==> config.mk <==
export PLATFORM = sky130hd
export DESIGN_NAME = execute_flat
export DESIGN_NICKNAME = d
export VERILOG_FILES = /design/src/rtl/execute_if.sv /design/src/rtl/execute.sv /design/src/flat_wrapper.sv
export SDC_FILE = /design/constraint.sdc
export NUM_CORES = 1
export LEC_CHECK = 0
export CAP_MARGIN = 20
export CORE_AREA = 5 5 163 165
export DETAILED_ROUTE_END_ITERATION = 7
export DIE_AREA = 0 0 168 170
export GPL_TIMING_DRIVEN = 0
export PLACE_DENSITY = 0.51
export SLEW_MARGIN = 20
export SYNTH_ARGS = -nofsm -noshare
export SYNTH_HDL_FRONTEND = slang
export SYNTH_SLANG_ARGS = --single-unit
==> constraint.sdc <==
create_clock -name clk -period 4.76 [get_ports clk]
set_input_delay 0.476 -clock clk [delete_from_list [all_inputs] [get_ports clk]]
set_output_delay 0.476 -clock clk [all_outputs]
set_load 0.01 [all_outputs]
==> src/rtl/execute_if.sv <==
// execute_if: bundles the ID/EX operand bus feeding the execute stage and the
// execute results feeding EX/MEM.
//
// Handshake: there is no valid/ready pair on this bus. The stage consumes the
// ex_* fields every cycle. The only flow control is e_stall. While e_stall is
// 1, the upstream (master) side must hold every ex_* field stable. The
// downstream side must not capture the e_* results. A transfer completes on
// the first rising edge at which e_stall is 0.
//
// master modport: upstream/testbench side (drives ex_*, reads e_*).
// slave modport : the execute stage.
interface execute_if;
  // ID/EX -> execute
  logic [7:0]  ex_icode;
  logic [7:0]  ex_ifun;
  logic [31:0] ex_valA;
  logic [31:0] ex_valB;
  logic [31:0] ex_valC;
  logic [31:0] ex_valP;
  logic [7:0]  ex_dstE;
  logic [7:0]  ex_dstM;
  logic        cc_hold;
  // execute -> EX/MEM
  logic [7:0]  e_icode;
  logic [31:0] e_valA;
  logic [7:0]  e_dstM;
  logic [31:0] e_valE;
  logic        e_cnd;
  logic [7:0]  e_dstE;
  logic [2:0]  cc;
  logic        e_stall;
  // debug view of the multiplier FSM (0 = IDLE, 1 = BUSY, 2 = DONE)
  logic [1:0]  dbg_state;

  modport master (
    output ex_icode, ex_ifun, ex_valA, ex_valB, ex_valC, ex_valP,
           ex_dstE, ex_dstM, cc_hold,
    input  e_icode, e_valA, e_dstM, e_valE, e_cnd, e_dstE, cc, e_stall,
           dbg_state
  );

  modport slave (
    input  ex_icode, ex_ifun, ex_valA, ex_valB, ex_valC, ex_valP,
           ex_dstE, ex_dstM, cc_hold,
    output e_icode, e_valA, e_dstM, e_valE, e_cnd, e_dstE, cc, e_stall,
           dbg_state
  );
endinterface

==> src/rtl/execute.sv <==
// execute: Y86 execute stage.
// Computes the ALU result e_valE from the ID/EX values. Evaluates the jump and
// cmov condition e_cnd against the current condition codes. Owns the CC
// register, which holds {ZF, SF, OF}.
//
// Ports:
//   clk - pipeline clock, rising edge
//   rst - asynchronous active-high reset
//   bus - execute_if.slave, which carries:
//         inputs : ex_icode, ex_ifun, ex_valA..ex_valP, ex_dstE, ex_dstM,
//                  cc_hold
//         outputs: e_icode, e_valA, e_dstM (pass-through), e_valE, e_cnd,
//                  e_dstE, cc, e_stall, dbg_state
//
// Optional feature: define EX_MUL_EN to turn OPL ifun 4 into MULL, a
// 32-iteration shift-add multiplier that stalls the pipe through e_stall.
// When EX_MUL_EN is undefined, ifun 4 is an invalid OPL and e_stall is tied
// to 0.
module execute (
  input logic     clk,
  input logic     rst,
  execute_if.slave bus
);
  localparam logic [7:0] I_RRMOVL = 8'h2;
  localparam logic [7:0] I_IRMOVL = 8'h3;
  localparam logic [7:0] I_RMMOVL = 8'h4;
  localparam logic [7:0] I_MRMOVL = 8'h5;
  localparam logic [7:0] I_OPL    = 8'h6;
  localparam logic [7:0] I_JXX    = 8'h7;
  localparam logic [7:0] I_CALL   = 8'h8;
  localparam logic [7:0] I_RET    = 8'h9;
  localparam logic [7:0] I_PUSHL  = 8'hA;
  localparam logic [7:0] I_POPL   = 8'hB;
  localparam logic [7:0] RNONE    = 8'h0F;
  localparam logic [2:0] CC_RESET = 3'b100;

  logic [2:0]  cc_q;
  logic        zf, sf, of;
  logic [31:0] alu_a, alu_b, alu_e;
  logic        alu_of, alu_ok;
  logic [7:0]  alu_fn;
  logic        is_opl;
  logic        cnd;
  logic        cc_we;

  assign {zf, sf, of} = cc_q;
  assign is_opl       = (bus.ex_icode == I_OPL);

  // Operand selection.
  always_comb begin
    alu_a = 32'h0;
    case (bus.ex_icode)
      I_RRMOVL, I_OPL:             alu_a = bus.ex_valA;
      I_IRMOVL, I_RMMOVL, I_MRMOVL: alu_a = bus.ex_valC;
      I_CALL, I_PUSHL:             alu_a = 32'hFFFF_FFFC;
      I_RET, I_POPL:               alu_a = 32'h0000_0004;
      default:                     alu_a = 32'h0;
    endcase
  end

  always_comb begin
    alu_b = 32'h0;
    case (bus.ex_icode)
      I_RMMOVL, I_MRMOVL, I_OPL, I_CALL, I_PUSHL, I_RET, I_POPL:
        alu_b = bus.ex_valB;
      default: alu_b = 32'h0;
    endcase
  end

`ifdef EX_MUL_EN
  typedef enum logic [1:0] {
    S_IDLE = 2'd0,
    S_BUSY = 2'd1,
    S_DONE = 2'd2
  } mul_state_t;

  mul_state_t  state;
  logic [31:0] mul_a;
  logic [31:0] mul_b;
  logic [31:0] mul_acc;
  logic [4:0]  mul_cnt;
  logic        is_mull;
  logic        mul_done;

  assign is_mull  = is_opl && (bus.ex_ifun == 8'd4);
  assign mul_done = (state == S_DONE) && is_mull;

  // The stall rises in the same cycle a MULL is first presented. That cycle
  // has no FSM state of its own, so the stall cannot be purely registered.
  // Gating with rst lets the stall drop as soon as reset asserts.
  assign bus.e_stall   = !rst && is_mull && (state != S_DONE);
  assign bus.dbg_state = state;

  // Shift-add multiplier. One partial product is added per BUSY cycle.
  // The counter runs from 31 down to 0.
  always_ff @(posedge clk or posedge rst) begin
    if (rst) begin
      state   <= S_IDLE;
      mul_a   <= 32'h0;
      mul_b   <= 32'h0;
      mul_acc <= 32'h0;
      mul_cnt <= 5'd0;
    end else begin
      case (state)
        S_IDLE: begin
          if (is_mull) begin
            mul_a   <= bus.ex_valA;
            mul_b   <= bus.ex_valB;
            mul_acc <= 32'h0;
            mul_cnt <= 5'd31;
            state   <= S_BUSY;
          end
        end
        S_BUSY: begin
          if (!is_mull) begin
            // The instruction was withdrawn, so the partial result is dropped.
            state   <= S_IDLE;
            mul_cnt <= 5'd0;
          end else begin
            if (mul_b[0]) mul_acc <= mul_acc + mul_a;
            mul_a <= {mul_a[30:0], 1'b0};
            mul_b <= {1'b0, mul_b[31:1]};
            if (mul_cnt == 5'd0) state <= S_DONE;
            else mul_cnt <= mul_cnt - 5'd1;
          end
        end
        S_DONE:  state <= S_IDLE;
        default: state <= S_IDLE;
      endcase
    end
  end
`else
  assign bus.e_stall   = 1'b0;
  assign bus.dbg_state = 2'd0;
`endif

  // ALU. SUB computes B - A. alu_ok is 0 both for invalid functions and for a
  // multiply that has not finished yet.
  always_comb begin
    alu_fn = is_opl ? bus.ex_ifun : 8'd0;
    alu_e  = 32'h0;
    alu_of = 1'b0;
    alu_ok = 1'b1;
    case (alu_fn)
      8'd0: begin
        alu_e  = alu_b + alu_a;
        alu_of = (alu_a[31] == alu_b[31]) && (alu_e[31] != alu_a[31]);
      end
      8'd1: begin
        alu_e  = alu_b - alu_a;
        alu_of = (alu_a[31] != alu_b[31]) && (alu_e[31] != alu_b[31]);
      end
      8'd2: alu_e = alu_b & alu_a;
      8'd3: alu_e = alu_b ^ alu_a;
`ifdef EX_MUL_EN
      8'd4: begin
        alu_ok = mul_done;
        alu_e  = mul_done ? mul_acc : 32'h0;
      end
`endif
      default: alu_ok = 1'b0;
    endcase
  end

  assign cc_we = is_opl && !bus.cc_hold && alu_ok;

  always_ff @(posedge clk or posedge rst) begin
    if (rst) cc_q <= CC_RESET;
    else if (cc_we) cc_q <= {(alu_e == 32'h0), alu_e[31], alu_of};
  end

  // The condition is evaluated against the CC value from before this
  // instruction's own update.
  always_comb begin
    cnd = 1'b1;
    if (bus.ex_icode == I_JXX || bus.ex_icode == I_RRMOVL) begin
      case (bus.ex_ifun)
        8'd0:    cnd = 1'b1;
        8'd1:    cnd = (sf ^ of) | zf;
        8'd2:    cnd = sf ^ of;
        8'd3:    cnd = zf;
        8'd4:    cnd = !zf;
        8'd5:    cnd = !(sf ^ of);
        8'd6:    cnd = !(sf ^ of) && !zf;
        default: cnd = 1'b0;
      endcase
    end
  end

  assign bus.e_icode = bus.ex_icode;
  assign bus.e_valA  = bus.ex_valA;
  assign bus.e_dstM  = bus.ex_dstM;
  assign bus.e_valE  = alu_e;
  assign bus.e_cnd   = cnd;
  assign bus.e_dstE  = (bus.ex_icode == I_RRMOVL && !cnd) ? RNONE : bus.ex_dstE;
  assign bus.cc      = cc_q;

  // ex_valP is not used by this stage. It is reduced here so that it still
  // counts as consumed.
  logic unused_valp;
  assign unused_valp = ^bus.ex_valP;
endmodule
==> src/flat_wrapper.sv <==
// flat-port wrapper written by rule: the top's interface ports become plain ports
module execute_flat 
  (clk, rst, bus_ex_icode, bus_ex_ifun, bus_ex_valA, bus_ex_valB, bus_ex_valC, bus_ex_valP, bus_ex_dstE, bus_ex_dstM, bus_cc_hold, bus_e_icode, bus_e_valA, bus_e_dstM, bus_e_valE, bus_e_cnd, bus_e_dstE, bus_cc, bus_e_stall, bus_dbg_state);
  execute_if bus_i ();
  input logic clk;
  input logic rst;
  input wire logic [$bits(bus_i.ex_icode)-1:0] bus_ex_icode;
  input wire logic [$bits(bus_i.ex_ifun)-1:0] bus_ex_ifun;
  input wire logic [$bits(bus_i.ex_valA)-1:0] bus_ex_valA;
  input wire logic [$bits(bus_i.ex_valB)-1:0] bus_ex_valB;
  input wire logic [$bits(bus_i.ex_valC)-1:0] bus_ex_valC;
  input wire logic [$bits(bus_i.ex_valP)-1:0] bus_ex_valP;
  input wire logic [$bits(bus_i.ex_dstE)-1:0] bus_ex_dstE;
  input wire logic [$bits(bus_i.ex_dstM)-1:0] bus_ex_dstM;
  input wire logic [$bits(bus_i.cc_hold)-1:0] bus_cc_hold;
  output wire logic [$bits(bus_i.e_icode)-1:0] bus_e_icode;
  output wire logic [$bits(bus_i.e_valA)-1:0] bus_e_valA;
  output wire logic [$bits(bus_i.e_dstM)-1:0] bus_e_dstM;
  output wire logic [$bits(bus_i.e_valE)-1:0] bus_e_valE;
  output wire logic [$bits(bus_i.e_cnd)-1:0] bus_e_cnd;
  output wire logic [$bits(bus_i.e_dstE)-1:0] bus_e_dstE;
  output wire logic [$bits(bus_i.cc)-1:0] bus_cc;
  output wire logic [$bits(bus_i.e_stall)-1:0] bus_e_stall;
  output wire logic [$bits(bus_i.dbg_state)-1:0] bus_dbg_state;
  assign bus_i.ex_icode = bus_ex_icode;
  assign bus_i.ex_ifun = bus_ex_ifun;
  assign bus_i.ex_valA = bus_ex_valA;
  assign bus_i.ex_valB = bus_ex_valB;
  assign bus_i.ex_valC = bus_ex_valC;
  assign bus_i.ex_valP = bus_ex_valP;
  assign bus_i.ex_dstE = bus_ex_dstE;
  assign bus_i.ex_dstM = bus_ex_dstM;
  assign bus_i.cc_hold = bus_cc_hold;
  assign bus_e_icode = bus_i.e_icode;
  assign bus_e_valA = bus_i.e_valA;
  assign bus_e_dstM = bus_i.e_dstM;
  assign bus_e_valE = bus_i.e_valE;
  assign bus_e_cnd = bus_i.e_cnd;
  assign bus_e_dstE = bus_i.e_dstE;
  assign bus_cc = bus_i.cc;
  assign bus_e_stall = bus_i.e_stall;
  assign bus_dbg_state = bus_i.dbg_state;
  execute u_core (.clk(clk), .rst(rst), .bus(bus_i));
endmodule
==> results.py, run 1 <==
metrics = {
    "power": {
        "seqPwrFrac_pct": 3.4,
        "p_sw_share_pct": 37.6,
        "p_int_uw": 477,
        "peakVddDrop_v": 0.000137,
        "comb_power_share_pct": 79.2,
        "p_clk_share_pct": 17.4,
        "power.density_nw_per_um2": 66.6,
        "power_leakage_uw": 0.00511,
        "p_sw_uw": 288,
    },
    "critical_path": {
        "critPathLaunchType": "input port",
        "cp_data_required_time_ns": 4.91,
        "criticalPathCategory": "in -> reg",
        "cp_max_fo": 4,
        "worstSetupEndpointType": "register",
        "crit_arrival_ns": 5.87,
    },
    "logic_synthesis": {
        "synth_edf_count": 0,
        "synth_seq_area_share_pct": 1.24,
        "synthSimpleGateAreaFrac_pct": 29.0,
        "synth_area_um2": 6160,
        "synth_cells": 950,
        "synth_compound_area_share_pct": 38.0,
        "yosysTopAreaCell": "ha_1",
        "post_synth_xor_area_fraction_pct": 1.71,
        "synthMuxAreaShare_pct": 1.52,
        "ys_types": 87,
        "ys_top_cells_by_area": "ha_1, a21oi_1, buf_4",
        "synthAdderAreaFrac_pct": 14.1,
        "ys_warn_count": 0,
        "synth_top_family_by_area": "compound AO/OA/AOI/OAI gates",
        "synth_top_cell_area_share_pct": 13.4,
        "synth_async_sr_flop_share_pct": 100,
        "synthFlopType": "dfrtp_1",
        "synth_seq_cells": 3,
        "syn_area_per_cell_um2": 6.49,
    },
    "timing": {
        "timing.fmax_mhz": 175,
        "skew_ns": 0,
        "rsz0062_at_grt": "yes",
        "setup_viol": 21,
        "period_share_pct": 120,
        "tightest_slew_ns": 0.916,
        "fin_ws_ns": -0.953,
        "final_hold_viol_count": 0,
        "slew_headroom_pct": 39.0,
        "min_period_ns": 5.71,
        "holdWs_ns": 0.417,
        "slew_violations": 0,
    },
    "finish": {
        "postLayoutCellArea_um2": 11500,
        "diodes": 0,
        "largest_reg_flops": 3,
        "drive_gt1_share_pct": 34.9,
        "stdcell_count": 1641,
        "fin_nets": 1543,
        "area_growth_pct": 86.3,
    },
    "placement": {
        "portBuffers": 212,
        "dp.cells": 1494,
        "placed_area_um2": 8800,
        "dp_hpwl_um": 25300,
        "place.gp.congestion": 0.961,
    },
    "grt": {
        "grt_pass1_vias": 8679,
        "antenna_found_initial": 0,
        "overflow": 0,
        "grt_start_max_net_pins": 11,
        "grt_pass1_wl_um": 49200,
        "grt_use_total_pct": 21.4,
    },
    "status": {
        "status": "finished with violations",
        "violations": "setup timing",
    },
    "clocking": {
        "cts_tree": "yes",
        "cts_root_buf": "clkbuf_16",
        "htree_levels": 1,
        "clockBufferDepth": 2,
        "cts_buffers": 3,
        "clock_sinks": 3,
        "clk_pin_slew_worst_paths_ns": 0.03,
        "clk_latency_ns": 0.22,
        "hold_buffers": 0,
    },
    "detailed_routing": {
        "wl_per_cell_um": 20.9,
        "ant_nets": 0,
        "wl_um": 34200,
        "viasPerCell": 5.58,
        "drt-initial-drc-count": 836,
        "first_pass_iters": 6,
        "drc": 0,
        "vias": 9159,
    },
    "floorplan": {
        "rows": 58,
        "fp.dieH_um": 170,
        "die_area_um2": 28600,
        "fp.dieW_um": 168,
        "start_util_pct": 24.8,
        "coreArea_um2": 24900,
        "ios": 258,
    },
    "worst_hold_path": {
        "hold_class": "in -> async",
    },
    "run": {
        "maxCapViolCount": 0,
    },
}
==> cell usage after synthesis (13+ instances only) <==
cell type and n:
or4_1 15, inv_1 73, o21ai_0 46, ha_1 66
nor3_1 27, nor4_1 14, nor2_1 79, a21oi_1 89
nor2b_1 18, buf_4 51, a221oi_1 37, nand2_1 65
and2_1 33, clkbuf_1 49, nand3_1 24, nand4_1 13
==> power groups by stage <==
stage	logic, uW	registers, uW	clock network (uW)
floorplan	220	26.1	0
global placement	452	26.1	0
detailed placement	452	26.1	0
CTS	528	25.8	136
global route	638	25.8	141
finish	606	25.8	133
==> area by class of cell <==
| type | instances | area, um^2 |
|---|---|---|
| multi-input cells | 767 | 6340 |
| well taps | 330 | 413 |
| plain buffers | 103 | 847 |
| repair buffers | 361 | 3440 |
| fillers | 2519 | 13400 |
| clock buffers | 4 | 78.8 |
| inverters | 73 | 282 |
| flip-flops and latches | 3 | 76.3 |
==> worst max-delay path, cell delays in order <==
cell,delay [ns]
buf_8,0.10
or4_4,0.58
buf_6,0.15
nor2_4,0.18
clkbuf_16,0.18
a22o_1,0.16
ha_2,0.19
inv_2,0.04
fa_2,0.35
o21ba_4,0.23
or4_4,0.50
buf_6,0.16
a21boi_4,0.14
o31ai_1,0.08
and2_1,0.17
a211o_1,0.28
nand3b_1,0.18
or4_4,0.58
nor4_4,0.33
nand4_1,0.20
or4_4,0.53
o21ai_2,0.07
==> timing repair <==
action / CTS / global route
gates resized for setup: 267 / 211
buffers inserted: 78 / 77
pin swaps: 69 / 99
gates cloned: 1 / 1
setup endpoints to repair: 34 / 30
==> cell families after synthesis <==
kind of cell               count (synthesis)
AOI/OAI and AO/OA                        334
xor gates and xnor gates                  12
adders and majority gates                 68
buffers and inverters                    182
DFF                                        3
muxes                                      9
other                                      1
and+or+nand+nor                          341
==> cell usage in the layout (no fill, tap or decap), types with 9 or more instances in the layout <==
cell               n
ha_1              55
clkdlybuf4s50_1  179
xnor2_1           10
o21ai_1           11
nor3_1            18
a21oi_4           12
nand2b_1          11
a21oi_2           18
nand4_1           13
nor2b_1           17
clkbuf_1          17
a221oi_2          10
ha_2              10
o21ai_0           28
clkbuf_16          9
inv_1             67
nor2_1            72
a21o_1             9
or2_2             11
a21oi_1           60
nand3_1           22
a221oi_1          25
clkbuf_2           9
buf_6             54
o211ai_1          10
buf_2             13
nand2_1           62
buf_4            156
and2_1            30
==> worst paths after layout <==
path / start / to / slack, ns / cells past startpoint
max in group asynchronous: rst / u_core.bus.cc[2] / 4.14 / 2
max reg2reg: u_core.bus.cc[2] / u_core.bus.cc[2] / 3.94 / 2
max: bus_ex_icode[4] / u_core.bus.cc[2] / -0.95 / 22
min in group clk: u_core.bus.cc[2] / u_core.bus.cc[2] / 0.52 / 2
min: rst / u_core.bus.cc[1] / 0.42 / 2
min reg2reg: u_core.bus.cc[2] / u_core.bus.cc[2] / 0.52 / 2
==> layer usage <==
layer | up-vias | track usage (%) | part of all wire (%)
met4 | 0 | 5.93 | 3.9
met3 | 102 | 3.97 | 7.6
met1 | 4349 | 27.3 | 41
li1 | 4230 | - | -
met5 | - | 0 | 0
met2 | 478 | 36.9 | 47
==> through the flow <==
| step | util (%) | TNS, ns | setup slack, ns | total power, uW |
|---|---|---|---|---|
| after floorplan | - | -0.500 | -0.457 | 246 |
| after global placement | 35.3 | -47.66 | -2.50 | 478 |
| after detailed placement | 35.3 | -48.10 | -2.48 | 478 |
| after CTS | 41.4 | -7.22 | -0.960 | 689 |
| after global routing | 46.1 | -9.36 | -1.04 | 805 |
| final | 46.1 | -6.69 | -0.953 | 765 |
Note: power is estimated with default switching activity, not from simulation.
==> run 2: changes to the inputs <==
Settings changed: CAP_MARGIN 20 to default.
==> results of run 2 <==
The final DEF is identical to that of run 1; final timing and power are the same.
==> run 3: changes to the inputs <==
Settings changed: GPL_TIMING_DRIVEN 0 to 1.
==> results.py, run 3 (synthesis gave the netlist of run 1 again) <==
metrics = {
    "status": {
        "status": "finished with violations",
        "violations": "setup timing",
    },
    "run": {
        "maxCapViolCount": 0,
    },
    "critical_path": {
        "critPathLaunchType": "input port",
        "worstSetupEndpointType": "register",
        "criticalPathCategory": "in -> reg",
        "reg2reg_depth": 2,
        "cp_data_required_time_ns": 4.92,
        "r2r_slack_ns": 3.96,
        "crit_top_cell": "or4_4",
        "cp_max_fo": 4,
        "r2r-start": "u_core.bus.cc[2]",
        "timing.rr.end": "u_core.bus.cc[2]",
        "crit_arrival_ns": 5.44,
        "path_cells": "clkdlybuf4s15_1 > or4_4 > buf_6 > nor2_4 > a22o_1 > ha_2 > inv_2 > fa_2 > o21ba_4 > or4_4 > nand2_4 > o22ai_4 > nor3_2 > nor2_1 > or4_4 > or4_4 > nor4_4 > buf_4 > nand4_1 > or4_1 > o21ai_1",
        "worst_path_max_delay_cell": "or4_4",
        "slowest_delay_ns": 0.56,
    },
    "timing": {
        "holdWs_ns": 0.426,
        "slew_headroom_pct": 26.9,
        "rsz0062_at_grt": "yes",
        "tightest_slew_ns": 1.09,
        "setup_viol": 15,
        "slew_violations": 0,
        "fin_ws_ns": -0.528,
        "timing.fmax_mhz": 189,
        "final_hold_viol_count": 0,
        "skew_ns": 0,
        "min_period_ns": 5.29,
        "period_share_pct": 111,
    },
    "power": {
        "seqPwrFrac_pct": 3.2,
        "peakVddDrop_v": 0.000101,
        "p_sw_uw": 294,
        "p_int_uw": 502,
        "p_sw_share_pct": 36.9,
        "p_total_uw": 796,
        "p_clk_share_pct": 16.9,
        "power.density_nw_per_um2": 61.5,
        "comb_power_share_pct": 79.8,
        "power_leakage_uw": 0.00611,
    },
    "detailed_routing": {
        "vias": 9480,
        "drt-initial-drc-count": 609,
        "first_pass_iters": 7,
        "wl_per_cell_um": 18.6,
        "viasPerCell": 5.22,
        "ant_nets": 0,
        "drc": 0,
        "wl_um": 33700,
    },
    "finish": {
        "final_cell_mix": "buf_4, clkdlybuf4s50_1, nor2_1, inv_1, a21oi_1",
        "area_growth_pct": 110,
        "fin_nets": 1718,
        "final_common_cell": "buf_4",
        "postLayoutCoreUtil_pct": 52.0,
        "postLayoutCellArea_um2": 13000,
        "drive_gt1_share_pct": 44.5,
        "largest_reg_flops": 3,
        "diodes": 0,
    },
    "floorplan": {
        "coreArea_um2": 24900,
        "fp.dieW_um": 168,
        "fp.dieH_um": 170,
        "ios": 258,
        "die_area_um2": 28600,
        "start_util_pct": 24.8,
        "rows": 58,
    },
    "grt": {
        "grt_pass1_wl_um": 50000,
        "grtUsageMet1_pct": 26.5,
        "globalRouteMet2Util_pct": 38.2,
        "top_usage_layer": "met2",
        "grt_start_max_net_pins": 19,
        "antenna_found_initial": 0,
        "grt_pass1_vias": 9406,
        "grt_use_total_pct": 21.2,
        "overflow": 0,
        "grt_util_met3_pct": 3.51,
    },
    "placement": {
        "placed_area_um2": 10700,
        "dp_hpwl_um": 26400,
        "portBuffers": 206,
        "dp_slack_ns": -1.76,
        "place.gp.congestion": 0.930,
    },
    "clocking": {
        "htree_levels": 1,
        "clk_pin_slew_worst_paths_ns": 0.03,
        "clk_latency_ns": 0.22,
        "cts_root_buf": "clkbuf_16",
        "cts_tree": "yes",
        "cts_buffers": 3,
        "clockBufferDepth": 2,
        "clock_sinks": 3,
    },
    "worst_hold_path": {
        "hold_class": "in -> async",
    },
}
run 3: changes by cell type in the layout (fill, tap and decap cells not counted), sizes merged, moves of 2 or more:
cell and change:
buf +213, clkbuf -40, clkdlybuf4s50 -2, clkinvlp -2, dlygate4sd2 +2, inv +2
run 3: final cells by class:
class / instances / area, um^2
fill: 2416 / 11900
multi-input combinational: 767 / 6530
timing repair buffer: 639 / 5580
tap: 330 / 413
inverter: 73 / 274
clock buffer: 4 / 78.8
sequential: 3 / 76.3
run 3: metal layers:
layer | part of all wire [%] | vias up
met5 | 0 | -
met4 | 3.1 | 0
met3 | 6.9 | 77
met2 | 49 | 357
met1 | 41 | 4460
li1 | - | 4586
run 3: how the worst max path moves through the flow:
stage                                from               end  slack (ns)  cells after the start
after floorplan           bus_ex_icode[5]  u_core.bus.cc[2]       -0.46                     20
after global placement    bus_ex_icode[5]  u_core.bus.cc[2]       -1.79                     21
after detailed placement  bus_ex_icode[5]  u_core.bus.cc[2]       -1.76                     21
after CTS                 bus_ex_icode[6]  u_core.bus.cc[2]       -0.63                     21
after global routing      bus_ex_icode[4]  u_core.bus.cc[2]       -0.74                     23
final                     bus_ex_icode[5]  u_core.bus.cc[2]       -0.53                     21
run 3: worst max-delay path, delay by kind of cell:
kind                     cells  cell delay, ns
adder cells (fa/ha/maj)      2            0.60
AND/OR/NAND/NOR             11            3.26
buffers and inverters        4            0.55
AO/OA/AOI/OAI                4            0.56
run 3: repair_timing:
| action | CTS | global route |
|---|---|---|
| setup buffers | 51 | 44 |
| pin swaps | 67 | 89 |
| gates resized for setup | 220 | 165 |
| endpoints found under the setup margin | 31 | 27 |
| hold buffers | 0 | 0 |
| cloned | 1 | 0 |
run 3: metrics by stage:
stage,instances,setup TNS (ns)
2_1_floorplan,952,-0.500
3_3_place_gp,1723,-28.86
3_5_place_dp,1723,-29.74
4_1_cts,1777,-3.96
5_1_grt,1816,-5.64
6_report,1816,-3.36
run 3: power groups by stage:
stage	Clock, uW	Combinational, uW	Sequential [uW]
2_1_floorplan	0	220	26.1
3_3_place_gp	0	510	26.1
3_5_place_dp	0	511	26.1
4_1_cts	138	581	25.8
6_report	135	635	25.8
5_1_grt	141	675	25.8
